[config.mk]
export PLATFORM = sky130hd
export DESIGN_NAME = streebog_bus_driver
export DESIGN_NICKNAME = d
export VERILOG_FILES = /design/src/rtl/streebog_bus_pkg.sv /design/src/rtl/streebog_status_poller.sv /design/src/rtl/streebog_bus_driver.sv
export SDC_FILE = /design/constraint.sdc
export NUM_CORES = 1
export LEC_CHECK = 0
export BUFFER_PORTS_ARGS = -buffer_cell sky130_fd_sc_hd__buf_2
export CORE_MARGIN = 2
export CORE_UTILIZATION = 42
export DETAILED_ROUTE_END_ITERATION = 7
export GPL_ROUTABILITY_DRIVEN = 0
export PLACE_DENSITY = 0.71
export SLEW_MARGIN = 20
export SYNTH_ARGS = -nofsm -noshare
export SYNTH_HDL_FRONTEND = slang
export SYNTH_SLANG_ARGS = --single-unit
[constraint.sdc]
create_clock -name clk -period 3.29 [get_ports clk]
set_input_delay 0.4935 -clock clk [delete_from_list [all_inputs] [get_ports clk]]
set_output_delay 0.4935 -clock clk [all_outputs]
set_load 0.01 [all_outputs]
[src/rtl/streebog_bus_pkg.sv]
// Shared definitions for the Streebog register-port bus driver: register map,
// CTRL/STATUS bit positions, FSM state encoding and bus request payload.
package streebog_bus_pkg;

  localparam int unsigned ADDR_W      = 8;
  localparam int unsigned DATA_W      = 32;
  localparam int unsigned BLOCK_WORDS = 16;
  localparam int unsigned IDX_W       = 4;
  localparam int unsigned BITS_W      = 10;

  localparam logic [ADDR_W-1:0] ADDR_CTRL       = 8'h08;
  localparam logic [ADDR_W-1:0] ADDR_STATUS     = 8'h09;
  localparam logic [ADDR_W-1:0] ADDR_BLOCK_BITS = 8'h0a;
  localparam logic [ADDR_W-1:0] ADDR_BLOCK0     = 8'h10;
  localparam logic [ADDR_W-1:0] ADDR_DIGEST0    = 8'h20;

  localparam int unsigned CTRL_INIT   = 0;
  localparam int unsigned CTRL_UPDATE = 1;
  localparam int unsigned CTRL_FINAL  = 2;
  localparam int unsigned CTRL_SHORT  = 3;

  localparam int unsigned STATUS_READY = 0;
  localparam int unsigned STATUS_VALID = 1;

  localparam logic [IDX_W-1:0]  LAST_IDX  = IDX_W'(BLOCK_WORDS - 1);
  localparam logic [IDX_W-1:0]  SHORT_IDX = IDX_W'(BLOCK_WORDS / 2);
  localparam logic [BITS_W-1:0] BITS_FULL = BITS_W'(BLOCK_WORDS * DATA_W);

  typedef enum logic [3:0] {
    S_IDLE,
    S_CLR,
    S_POLL_INIT,
    S_INIT_SET,
    S_INIT_CLR,
    S_LOAD,
    S_PAD,
    S_BITS,
    S_POLL_KICK,
    S_KICK_SET,
    S_KICK_CLR,
    S_POLL_DIG,
    S_RD,
    S_CAP,
    S_HOLD,
    S_ABORT
  } state_t;

  typedef struct packed {
    logic              cs;
    logic              we;
    logic [ADDR_W-1:0] addr;
    logic [DATA_W-1:0] wdata;
  } bus_req_t;

  function automatic bus_req_t bus_wr(input logic [ADDR_W-1:0] addr,
                                      input logic [DATA_W-1:0] data);
    bus_req_t r;
    r.cs    = 1'b1;
    r.we    = 1'b1;
    r.addr  = addr;
    r.wdata = data;
    return r;
  endfunction

  function automatic bus_req_t bus_rd(input logic [ADDR_W-1:0] addr);
    bus_req_t r;
    r.cs    = 1'b1;
    r.we    = 1'b0;
    r.addr  = addr;
    r.wdata = '0;
    return r;
  endfunction

  function automatic logic [DATA_W-1:0] ctrl_word(input logic short_m, input logic fin,
                                                  input logic upd, input logic ini);
    logic [DATA_W-1:0] w;
    w              = '0;
    w[CTRL_SHORT]  = short_m;
    w[CTRL_FINAL]  = fin;
    w[CTRL_UPDATE] = upd;
    w[CTRL_INIT]   = ini;
    return w;
  endfunction

endpackage

[src/rtl/streebog_status_poller.sv]
// STATUS polling engine: alternates read / check cycles while active and
// flags a hit on the selected bit or a timeout after POLL_LIMIT cycles.
module streebog_status_poller
  import streebog_bus_pkg::*;
#(
  parameter int unsigned POLL_LIMIT = 4096
) (
  input  logic       clk,
  input  logic       rst,
  input  logic       active,
  input  logic       bit_sel,
  input  logic [1:0] status,
  output logic       rd_c,
  output logic       hit_c,
  output logic       timeout_c
);

  localparam int unsigned CNT_W = $clog2(POLL_LIMIT + 1);

  logic             phase_q;
  logic [CNT_W-1:0] cnt_q;

  // Phase and cycle counter restart whenever the driver is not polling.
  always_ff @(posedge clk) begin
    if (rst || !active) begin
      phase_q <= 1'b0;
      cnt_q   <= '0;
    end else begin
      phase_q <= ~phase_q;
      cnt_q   <= cnt_q + CNT_W'(1);
    end
  end

  // Read on even cycles, test the returned bit on odd cycles.
  always_comb begin
    rd_c      = active && !phase_q;
    hit_c     = active && phase_q &&
                (bit_sel ? status[STATUS_VALID] : status[STATUS_READY]);
    timeout_c = active && !hit_c && (cnt_q == CNT_W'(POLL_LIMIT - 1));
  end

endmodule

[src/rtl/streebog_bus_driver.sv]
// Bus initiator for the Streebog register core: streams message words into
// BLOCK registers, sequences INIT/UPDATE/FINAL and streams the digest out.
module streebog_bus_driver
  import streebog_bus_pkg::*;
#(
  parameter int unsigned POLL_LIMIT = 4096
) (
  input  logic        clk,
  input  logic        rst,
  input  logic        start,
  input  logic        short_mode,
  output logic        busy,
  output logic        done,
  output logic        error,
  input  logic [31:0] s_data,
  input  logic        s_valid,
  output logic        s_ready,
  input  logic        s_last,
  input  logic [5:0]  s_last_bits,
  output logic [31:0] m_data,
  output logic        m_valid,
  input  logic        m_ready,
  output logic        m_last,
  output logic        bus_cs,
  output logic        bus_we,
  output logic [7:0]  bus_addr,
  output logic [31:0] bus_wdata,
  input  logic [31:0] bus_rdata
);

  state_t              state_q, state_d;
  logic                short_q, short_d;
  logic                last_q, last_d;
  logic [IDX_W-1:0]    idx_q, idx_d;
  logic [BITS_W-1:0]   bits_q, bits_d;
  logic                busy_d, done_d, error_d;
  logic [DATA_W-1:0]   m_data_d;
  logic                m_valid_d, m_last_d;
  logic [5:0]          last_bits_c;
  bus_req_t            req_c;
  logic                poll_active_c, poll_sel_c;
  logic                poll_rd_c, poll_hit_c, poll_timeout_c;

  assign poll_active_c = (state_q == S_POLL_INIT) || (state_q == S_POLL_KICK) ||
                         (state_q == S_POLL_DIG);
  assign poll_sel_c    = (state_q == S_POLL_DIG);
  assign last_bits_c   = (s_last_bits > 6'd32) ? 6'd32 : s_last_bits;

  streebog_status_poller #(
    .POLL_LIMIT (POLL_LIMIT)
  ) u_poller (
    .clk       (clk),
    .rst       (rst),
    .active    (poll_active_c),
    .bit_sel   (poll_sel_c),
    .status    (bus_rdata[1:0]),
    .rd_c      (poll_rd_c),
    .hit_c     (poll_hit_c),
    .timeout_c (poll_timeout_c)
  );

  // State register.
  always_ff @(posedge clk) begin
    if (rst) state_q <= S_IDLE;
    else     state_q <= state_d;
  end

  // Job context and registered outputs.
  always_ff @(posedge clk) begin
    if (rst) begin
      short_q <= 1'b0;
      last_q  <= 1'b0;
      idx_q   <= '0;
      bits_q  <= '0;
      busy    <= 1'b0;
      done    <= 1'b0;
      error   <= 1'b0;
      m_data  <= '0;
      m_valid <= 1'b0;
      m_last  <= 1'b0;
    end else begin
      short_q <= short_d;
      last_q  <= last_d;
      idx_q   <= idx_d;
      bits_q  <= bits_d;
      busy    <= busy_d;
      done    <= done_d;
      error   <= error_d;
      m_data  <= m_data_d;
      m_valid <= m_valid_d;
      m_last  <= m_last_d;
    end
  end

  // Next-state, bus request and output decode.
  always_comb begin
    state_d   = state_q;
    short_d   = short_q;
    last_d    = last_q;
    idx_d     = idx_q;
    bits_d    = bits_q;
    busy_d    = busy;
    done_d    = 1'b0;
    error_d   = error;
    m_data_d  = m_data;
    m_valid_d = m_valid;
    m_last_d  = m_last;
    req_c     = '0;
    s_ready   = 1'b0;

    unique case (state_q)
      S_IDLE: begin
        if (start) begin
          short_d = short_mode;
          last_d  = 1'b0;
          idx_d   = '0;
          error_d = 1'b0;
          busy_d  = 1'b1;
          state_d = S_CLR;
        end
      end
      S_CLR: begin
        req_c   = bus_wr(ADDR_CTRL, ctrl_word(short_q, 1'b0, 1'b0, 1'b0));
        state_d = S_POLL_INIT;
      end
      S_POLL_INIT, S_POLL_KICK, S_POLL_DIG: begin
        if (poll_rd_c) req_c = bus_rd(ADDR_STATUS);
        if (poll_hit_c) begin
          if (state_q == S_POLL_INIT) begin
            state_d = S_INIT_SET;
          end else if (state_q == S_POLL_KICK) begin
            state_d = S_KICK_SET;
          end else begin
            idx_d   = short_q ? SHORT_IDX : '0;
            state_d = S_RD;
          end
        end else if (poll_timeout_c) begin
          state_d = S_ABORT;
        end
      end
      S_INIT_SET: begin
        req_c   = bus_wr(ADDR_CTRL, ctrl_word(short_q, 1'b0, 1'b0, 1'b1));
        state_d = S_INIT_CLR;
      end
      S_INIT_CLR: begin
        req_c   = bus_wr(ADDR_CTRL, ctrl_word(short_q, 1'b0, 1'b0, 1'b0));
        state_d = S_LOAD;
      end
      S_LOAD: begin
        s_ready = 1'b1;
        if (s_valid) begin
          req_c = bus_wr(ADDR_BLOCK0 + ADDR_W'(idx_q), s_data);
          idx_d = idx_q + IDX_W'(1);
          if (s_last) begin
            last_d  = 1'b1;
            bits_d  = BITS_W'({idx_q, 5'b00000}) + BITS_W'(last_bits_c);
            state_d = (idx_q == LAST_IDX) ? S_BITS : S_PAD;
          end else if (idx_q == LAST_IDX) begin
            last_d  = 1'b0;
            bits_d  = BITS_FULL;
            state_d = S_BITS;
          end
        end
      end
      S_PAD: begin
        req_c = bus_wr(ADDR_BLOCK0 + ADDR_W'(idx_q), '0);
        idx_d = idx_q + IDX_W'(1);
        if (idx_q == LAST_IDX) state_d = S_BITS;
      end
      S_BITS: begin
        req_c   = bus_wr(ADDR_BLOCK_BITS, DATA_W'(bits_q));
        state_d = S_POLL_KICK;
      end
      S_KICK_SET: begin
        req_c   = bus_wr(ADDR_CTRL, ctrl_word(short_q, last_q, !last_q, 1'b0));
        state_d = S_KICK_CLR;
      end
      S_KICK_CLR: begin
        req_c   = bus_wr(ADDR_CTRL, ctrl_word(short_q, 1'b0, 1'b0, 1'b0));
        state_d = last_q ? S_POLL_DIG : S_LOAD;
      end
      S_RD: begin
        req_c   = bus_rd(ADDR_DIGEST0 + ADDR_W'(idx_q));
        state_d = S_CAP;
      end
      S_CAP: begin
        m_data_d  = bus_rdata;
        m_valid_d = 1'b1;
        m_last_d  = (idx_q == LAST_IDX);
        state_d   = S_HOLD;
      end
      S_HOLD: begin
        if (m_ready) begin
          m_valid_d = 1'b0;
          m_last_d  = 1'b0;
          if (idx_q == LAST_IDX) begin
            idx_d   = '0;
            done_d  = 1'b1;
            busy_d  = 1'b0;
            state_d = S_IDLE;
          end else begin
            idx_d   = idx_q + IDX_W'(1);
            state_d = S_RD;
          end
        end
      end
      S_ABORT: begin
        req_c   = bus_wr(ADDR_CTRL, '0);
        idx_d   = '0;
        done_d  = 1'b1;
        error_d = 1'b1;
        busy_d  = 1'b0;
        state_d = S_IDLE;
      end
      default: state_d = S_IDLE;
    endcase
  end

  assign bus_cs    = req_c.cs;
  assign bus_we    = req_c.we;
  assign bus_addr  = req_c.addr;
  assign bus_wdata = req_c.wdata;

endmodule

==> results.json, run 1 <==
{
  "fin_crit_ps": 2830,
  "clkLatencyLatePin_ps": 350,
  "yosys_warnings": 0,
  "cts_resized": 0,
  "fin_setup_tns_ps": 0,
  "cts-root-buf": "clkbuf_8",
  "n_antenna_cell": 0,
  "ir_worst_vdd_uv": 229,
  "post_drt_via_cell_ratio": 5.31,
  "tritoncts": "done",
  "htree_levels": 3,
  "rsz0062_at_grt": "no",
  "seq_area_frac_synth_pct": 39.0,
  "min_from": "bus_rdata[19]",
  "reg2reg_to": "idx_q[1]",
  "cp_data_arrival_time_ps": 2340,
  "critPathCaptureType": "primary output",
  "synth_edf_count": 0,
  "worstSetupPathType": "flip-flop to primary output",
  "grt_use_total_pct": 21.0,
  "antenna_found_initial": 0,
  "cts.sinks": 71,
  "reg2reg_slack_ps": 820,
  "portBuffers": 154,
  "ant_nets": 0,
  "max_freq_mhz": 354,
  "ys_types": 60,
  "nNetsFinal": 693,
  "grt_pass1_wl_um": 16700,
  "num_rows": 34,
  "slew-limit-headroom_pct": 50.3,
  "skew_ps": 6.93,
  "finalSetupViolCount": 0,
  "powerDensity_nw_per_um2": 457,
  "syn_inst": 478,
  "ys_seq_elements": 71,
  "layout_commonest_cell": "buf_2",
  "highest_layer": "met4",
  "postCtsSetupBuffers": 0,
  "critPathRequiredTime_ps": 2800,
  "dr_wl_met3_um": 638,
  "finalCritPeriodShare_pct": 86.0,
  "r2r_cells": 6,
  "cp_max_fo": 18,
  "coreArea_sq_um": 8550,
  "first_pass_iters": 4,
  "dieArea_sq_um": 9450,
  "drt-total-wl_um": 10000,
  "gr-total-overflow": 0,
  "wl_per_cell_um": 13.8,
  "power.leakage_nw": 2.12,
  "areaGrowthSynthToFinish_pct": 28.0,
  "die_h_um": 97.2,
  "vias": 3853,
  "clk_pin_slew_ps": 80,
  "hold_path_end": "m_data[19]",
  "most-common-layout-cells": "154 x buf_2, 99 x nand2_1, 71 x dfxtp_1, 63 x a21oi_1, 31 x nor2_1",
  "drc_errors": 0,
  "drv_cap": 0,
  "ys_async_sr_fraction_pct": 0,
  "initial_core_util_pct": 42.7,
  "pin_count": 157,
  "grt_pass1_vias": 3548,
  "postLayoutCoreUtil_pct": 54.6,
  "clock_tree.buffer_depth": 2,
  "pre_cts_slack_ps": 871,
  "hold_path_class": "input port to flip-flop",
  "final-hold-violation-count": 0,
  "met1Wirelength_um": 4340,
  "tightest_slew_ps": 744,
  "grt_max_degree": 54,
  "synthesis.area_sq_um": 3650,
  "postCtsHoldBufs": 0,
  "die_w_um": 97.2,
  "first_iter_violations": 307,
  "dpl.hpwl_um": 7230,
  "numCtsBuffers": 9,
  "timing.rr.start": "state_q[1]",
  "synth_ff_type": "dfxtp_1",
  "status": "complete, no violations",
  "syn_avg_cell_area_sq_um": 7.63,
  "drive_above_1_share_pct": 30.1,
  "startpoint_type": "flip-flop",
  "fin_ws_ps": 461,
  "dr_wl_met2_um": 4780,
  "worstHoldPathCells": 3,
  "report.final.slew_viol_count": 0
}
-- metal layers --
layer / up-vias / track usage, %
met5: - / 0
met4: 0 / 9.86
met3: 20 / 4.53
met2: 139 / 33.5
met1: 1758 / 27.1
li1: 1936 / -
-- stage by stage --
step,hold WS [ps],total power [mW],instances,area (sq um)
after floorplan,426,1.16,479,3650
after global placement,438,1.26,709,4420
after detailed placement,443,1.26,709,4420
after CTS,358,2.15,725,4670
after global routing,362,2.23,725,4670
final,372,2.13,725,4670
-- state kept, by name, summed over array words and instances, names as in the netlist --
| signal | count |
|---|---|
| state_q | 4 |
| u_poller.cnt_q | 13 |
| last_q | 1 |
| u_poller.phase_q | 1 |
| m_last | 1 |
| m_valid | 1 |
| m_data | 32 |
| idx_q | 4 |
| busy | 1 |
| short_q | 1 |
| bits_q | 10 |
| done | 1 |
| error | 1 |
-- worst max-delay path by stage --
stage	end	cells past startpoint	start	slack [ps]
3_3_place_gp	bus_addr[3]	6	state_q[0]	880
5_1_grt	bus_addr[3]	6	state_q[0]	200
4_1_cts	bus_addr[3]	6	state_q[0]	480
2_1_floorplan	bus_wdata[3]	7	state_q[1]	1300
3_5_place_dp	idx_q[2]	6	state_q[1]	870
6_report	bus_addr[3]	6	state_q[0]	460
-- worst max-delay path, stage by stage (launching register included) --
cell      delay, ps
dfxtp_1         690
nor2b_1         330
a21oi_1         130
a211oi_1        460
nand2_1         100
o211ai_1        100
buf_2           170
-- logic make-up (layout without fill, tap and decap cells) --
group	count (synthesis)	in the layout	share of synthesized area, %
AOI/OAI and AO/OA	118	118	20.4
xor gates and xnor gates	14	14	3.36
adders and majority gates	4	4	1.37
buffers and inverters	54	192	7.06
DFF	71	71	39.0
muxes	1	1	0.274
other	1	2	0.103
and+or+nand+nor	215	215	28.5
-- power by group --
group	internal, mW	total (mW)	switching, mW
Combinational	0.140	0.342	0.203
Clock	0.530	0.884	0.354
Sequential	0.872	0.907	0.0353
Total	1.54	2.13	0.592
-- synth_stat cells (2+ instances only) --
| master | n | area share, % |
|---|---|---|
| o21ai_0 | 9 | 1.2 |
| buf_1 | 3 | 0.31 |
| buf_2 | 11 | 1.5 |
| nand2b_1 | 5 | 0.86 |
| and3_1 | 26 | 4.5 |
| nor2_1 | 31 | 3.2 |
| nand4b_1 | 6 | 1.4 |
| o21ai_1 | 2 | 0.27 |
| a31oi_1 | 4 | 0.69 |
| or3_1 | 2 | 0.34 |
| nand4_1 | 4 | 0.69 |
| buf_6 | 2 | 0.62 |
| nand2_1 | 99 | 10 |
| xnor2_1 | 7 | 1.7 |
| or4_1 | 5 | 1.0 |
| nor2b_1 | 5 | 0.86 |
| dfxtp_1 | 71 | 39 |
| a21oi_1 | 63 | 8.6 |
| and2_1 | 2 | 0.34 |
| inv_1 | 12 | 1.2 |
| buf_4 | 7 | 1.4 |
| a221oi_1 | 3 | 0.72 |
| o32a_1 | 2 | 0.55 |
| a22oi_1 | 3 | 0.62 |
| a21o_1 | 4 | 0.82 |
| nand3_1 | 18 | 2.5 |
| a22o_1 | 7 | 1.7 |
| nor3_1 | 4 | 0.55 |
| clkbuf_1 | 18 | 1.9 |
| xor2_1 | 7 | 1.7 |
| ha_1 | 4 | 1.4 |
| o32ai_1 | 3 | 0.72 |
| o31ai_1 | 2 | 0.41 |
-- area by class of cell --
cell class	count	area, sq um
clock buffer	10	138
clock inverter	6	116
fill	824	3880
inverter	13	48.8
multi-input combinational	354	1970
sequential	71	1420
tap	108	135
timing repair buffer	163	838
Note: power is estimated with default switching activity, not from simulation.
==> inputs of run 2 (changes only) <==
Settings changed: PLACE_DENSITY 0.71 to 0.8.
==> run 2 against run 1 <==
Fmax rose by 1.4%. Sequential power fell by 2%. Critical path depth rose by 1. Combinational power rose by 8.2%. Via count rose by 2.8%. Largest cell class unchanged. Sequential share of layout area rose by 0.32 points. Critical path type unchanged.
==> results.json, run 2 (synthesis gave the netlist of run 1 again) <==
{
  "most-common-layout-cells": "154 x buf_2, 99 x nand2_1, 71 x dfxtp_1, 63 x a21oi_1, 31 x nor2_1",
  "slew-limit-headroom_pct": 50.9,
  "crit_path_max_incr_delay_ps": 620,
  "n_antenna_cell": 0,
  "cts_resized": 0,
  "drv_cap": 0,
  "power_frac_clock_pct": 35.9,
  "top_register": "m_data",
  "fin_setup_tns_ps": 0,
  "worstSetupPathType": "flip-flop to primary output",
  "hold_path_class": "input port to flip-flop",
  "first_iter_violations": 286,
  "power.leakage_nw": 2.10,
  "drt-total-wl_um": 10500,
  "clkLatencyLatePin_ps": 340,
  "top_regs": "m_data x32, u_poller.cnt_q x13, bits_q x10",
  "coreArea_sq_um": 8550,
  "clock_tree.buffer_depth": 2,
  "critPathTopFamily": "compound AO/OA/AOI/OAI gates",
  "vias": 3962,
  "fillers": 802,
  "ant_nets": 0,
  "dieArea_sq_um": 9450,
  "gr-total-overflow": 0,
  "p_sw_share_pct": 28.6,
  "finalSetupViolCount": 0,
  "power_frac_seq_pct": 45.2,
  "tightest_slew_ps": 735,
  "layout_commonest_cell": "buf_2",
  "max_freq_mhz": 358,
  "critPathCaptureType": "primary output",
  "report.final.slew_viol_count": 0,
  "areaGrowthSynthToFinish_pct": 26.7,
  "tritoncts": "done",
  "pin_count": 157,
  "path_buf_inv": 2,
  "num_rows": 34,
  "status": "complete, no violations",
  "min_from": "bus_rdata[17]",
  "cts-root-buf": "clkbuf_8",
  "htree_levels": 3,
  "postCtsHoldBufs": 0,
  "wl_per_cell_um": 14.5,
  "crit_start": "state_q[1]",
  "nNetsFinal": 694,
  "drive_above_1_share_pct": 30.0,
  "placed_area_sq_um": 4420,
  "grt_use_total_pct": 21.5,
  "grt_pass1_vias": 3729,
  "final_cell_area_sq_um": 4620,
  "crit_path_cell_trace": "buf_4 > nor2b_1 > a21oi_1 > a211oi_1 > nand2_1 > o211ai_1 > buf_2",
  "fin_crit_ps": 2790,
  "grt_max_degree": 54,
  "timing.rr.start": "state_q[3]",
  "largest_reg_flops": 32,
  "first_pass_iters": 5,
  "power.total_mw": 1.96,
  "die_h_um": 97.2,
  "cp_max_fo": 26,
  "powerDensity_nw_per_um2": 425,
  "startpoint_type": "flip-flop",
  "cts.sinks": 71,
  "dpl.hpwl_um": 7360,
  "clk_pin_slew_ps": 70,
  "grt_pass1_wl_um": 17100,
  "final-hold-violation-count": 0,
  "slowest_stage": "a211oi_1",
  "initial_core_util_pct": 42.7,
  "power_frac_comb_pct": 18.9,
  "rsz0062_at_grt": "no",
  "switchingPower_mw": 0.562,
  "die_w_um": 97.2,
  "cp_data_arrival_time_ps": 2300,
  "critPathRequiredTime_ps": 2800,
  "internal_power_mw": 1.40,
  "skew_ps": 5.99,
  "finalCritPeriodShare_pct": 84.8,
  "numCtsBuffers": 9,
  "post_drt_via_cell_ratio": 5.46,
  "antenna_found_initial": 0,
  "postCtsSetupBuffers": 0,
  "ir_worst_vdd_uv": 278,
  "drc_errors": 0,
  "portBuffers": 154
}
[run 2: changes by cell type in the layout (fill, tap and decap cells not counted)]
cell	previous run	this run
clkinv_2	0	1
buf_4	9	10
clkbuf_8	10	11
bufinv_16	3	1
inv_6	1	0
clkbuf_1	0	1
clkinv_4	2	0
clkinvlp_4	0	1
[run 2: final timing paths]
kind / endpoint / slack (ps) / depth (start not counted)
setup / recovery: bus_addr[3] / 500 / 7
hold / removal: m_data[17] / 390 / 3
setup reg to reg: idx_q[2] / 960 / 6
hold reg to reg: m_data[18] / 450 / 2
[run 2: cell type report]
type | count | area (sq um) | share of cell area [%]
Clock buffer | 12 | 155 | 3.36
Inverter | 13 | 48.8 | 1.06
Timing Repair Buffer | 164 | 846 | 18.3
Tap cell | 108 | 135 | 2.92
Sequential cell | 71 | 1420 | 30.8
Clock inverter | 3 | 42.5 | 0.920
Multi-Input combinational cell | 354 | 1970 | 42.7
[run 2: worst register-to-register path: cells and delay by family, from the launching register on]
family | cells | cell delay (ps)
AO/OA/AOI/OAI | 4 | 730
buffers and inverters | 1 | 300
AND/OR/NAND/NOR | 1 | 490
flip-flops | 1 | 720
[run 2: metrics by stage]
step / instances / hold slack [ps] / utilization, % / setup WS, ps
floorplan: 479 / 426 / - / 1300
global placement: 710 / 438 / 51.7 / 868
detailed placement: 710 / 446 / 51.7 / 843
CTS: 725 / 375 / 54.1 / 509
global route: 725 / 379 / 54.1 / 333
finish: 725 / 388 / 54.1 / 500
[run 2: power by group through the flow]
stage	Clock (mW)	Combinational [mW]	Sequential, mW
final	0.705	0.370	0.888
after global routing	0.763	0.405	0.889
after CTS	0.725	0.362	0.887
after detailed placement	0	0.360	0.907
after global placement	0	0.352	0.906
after floorplan	0	0.260	0.899
[run 2: routing by layer]
| metal | wire [um] | global-route usage (%) | up-vias |
|---|---|---|---|
| met5 | 0 | 0 | - |
| met4 | 178 | 7.80 | 0 |
| met3 | 648 | 5.25 | 25 |
| met2 | 5250 | 37.9 | 163 |
| met1 | 4410 | 25.4 | 1845 |
| li1 | - | - | 1929 |
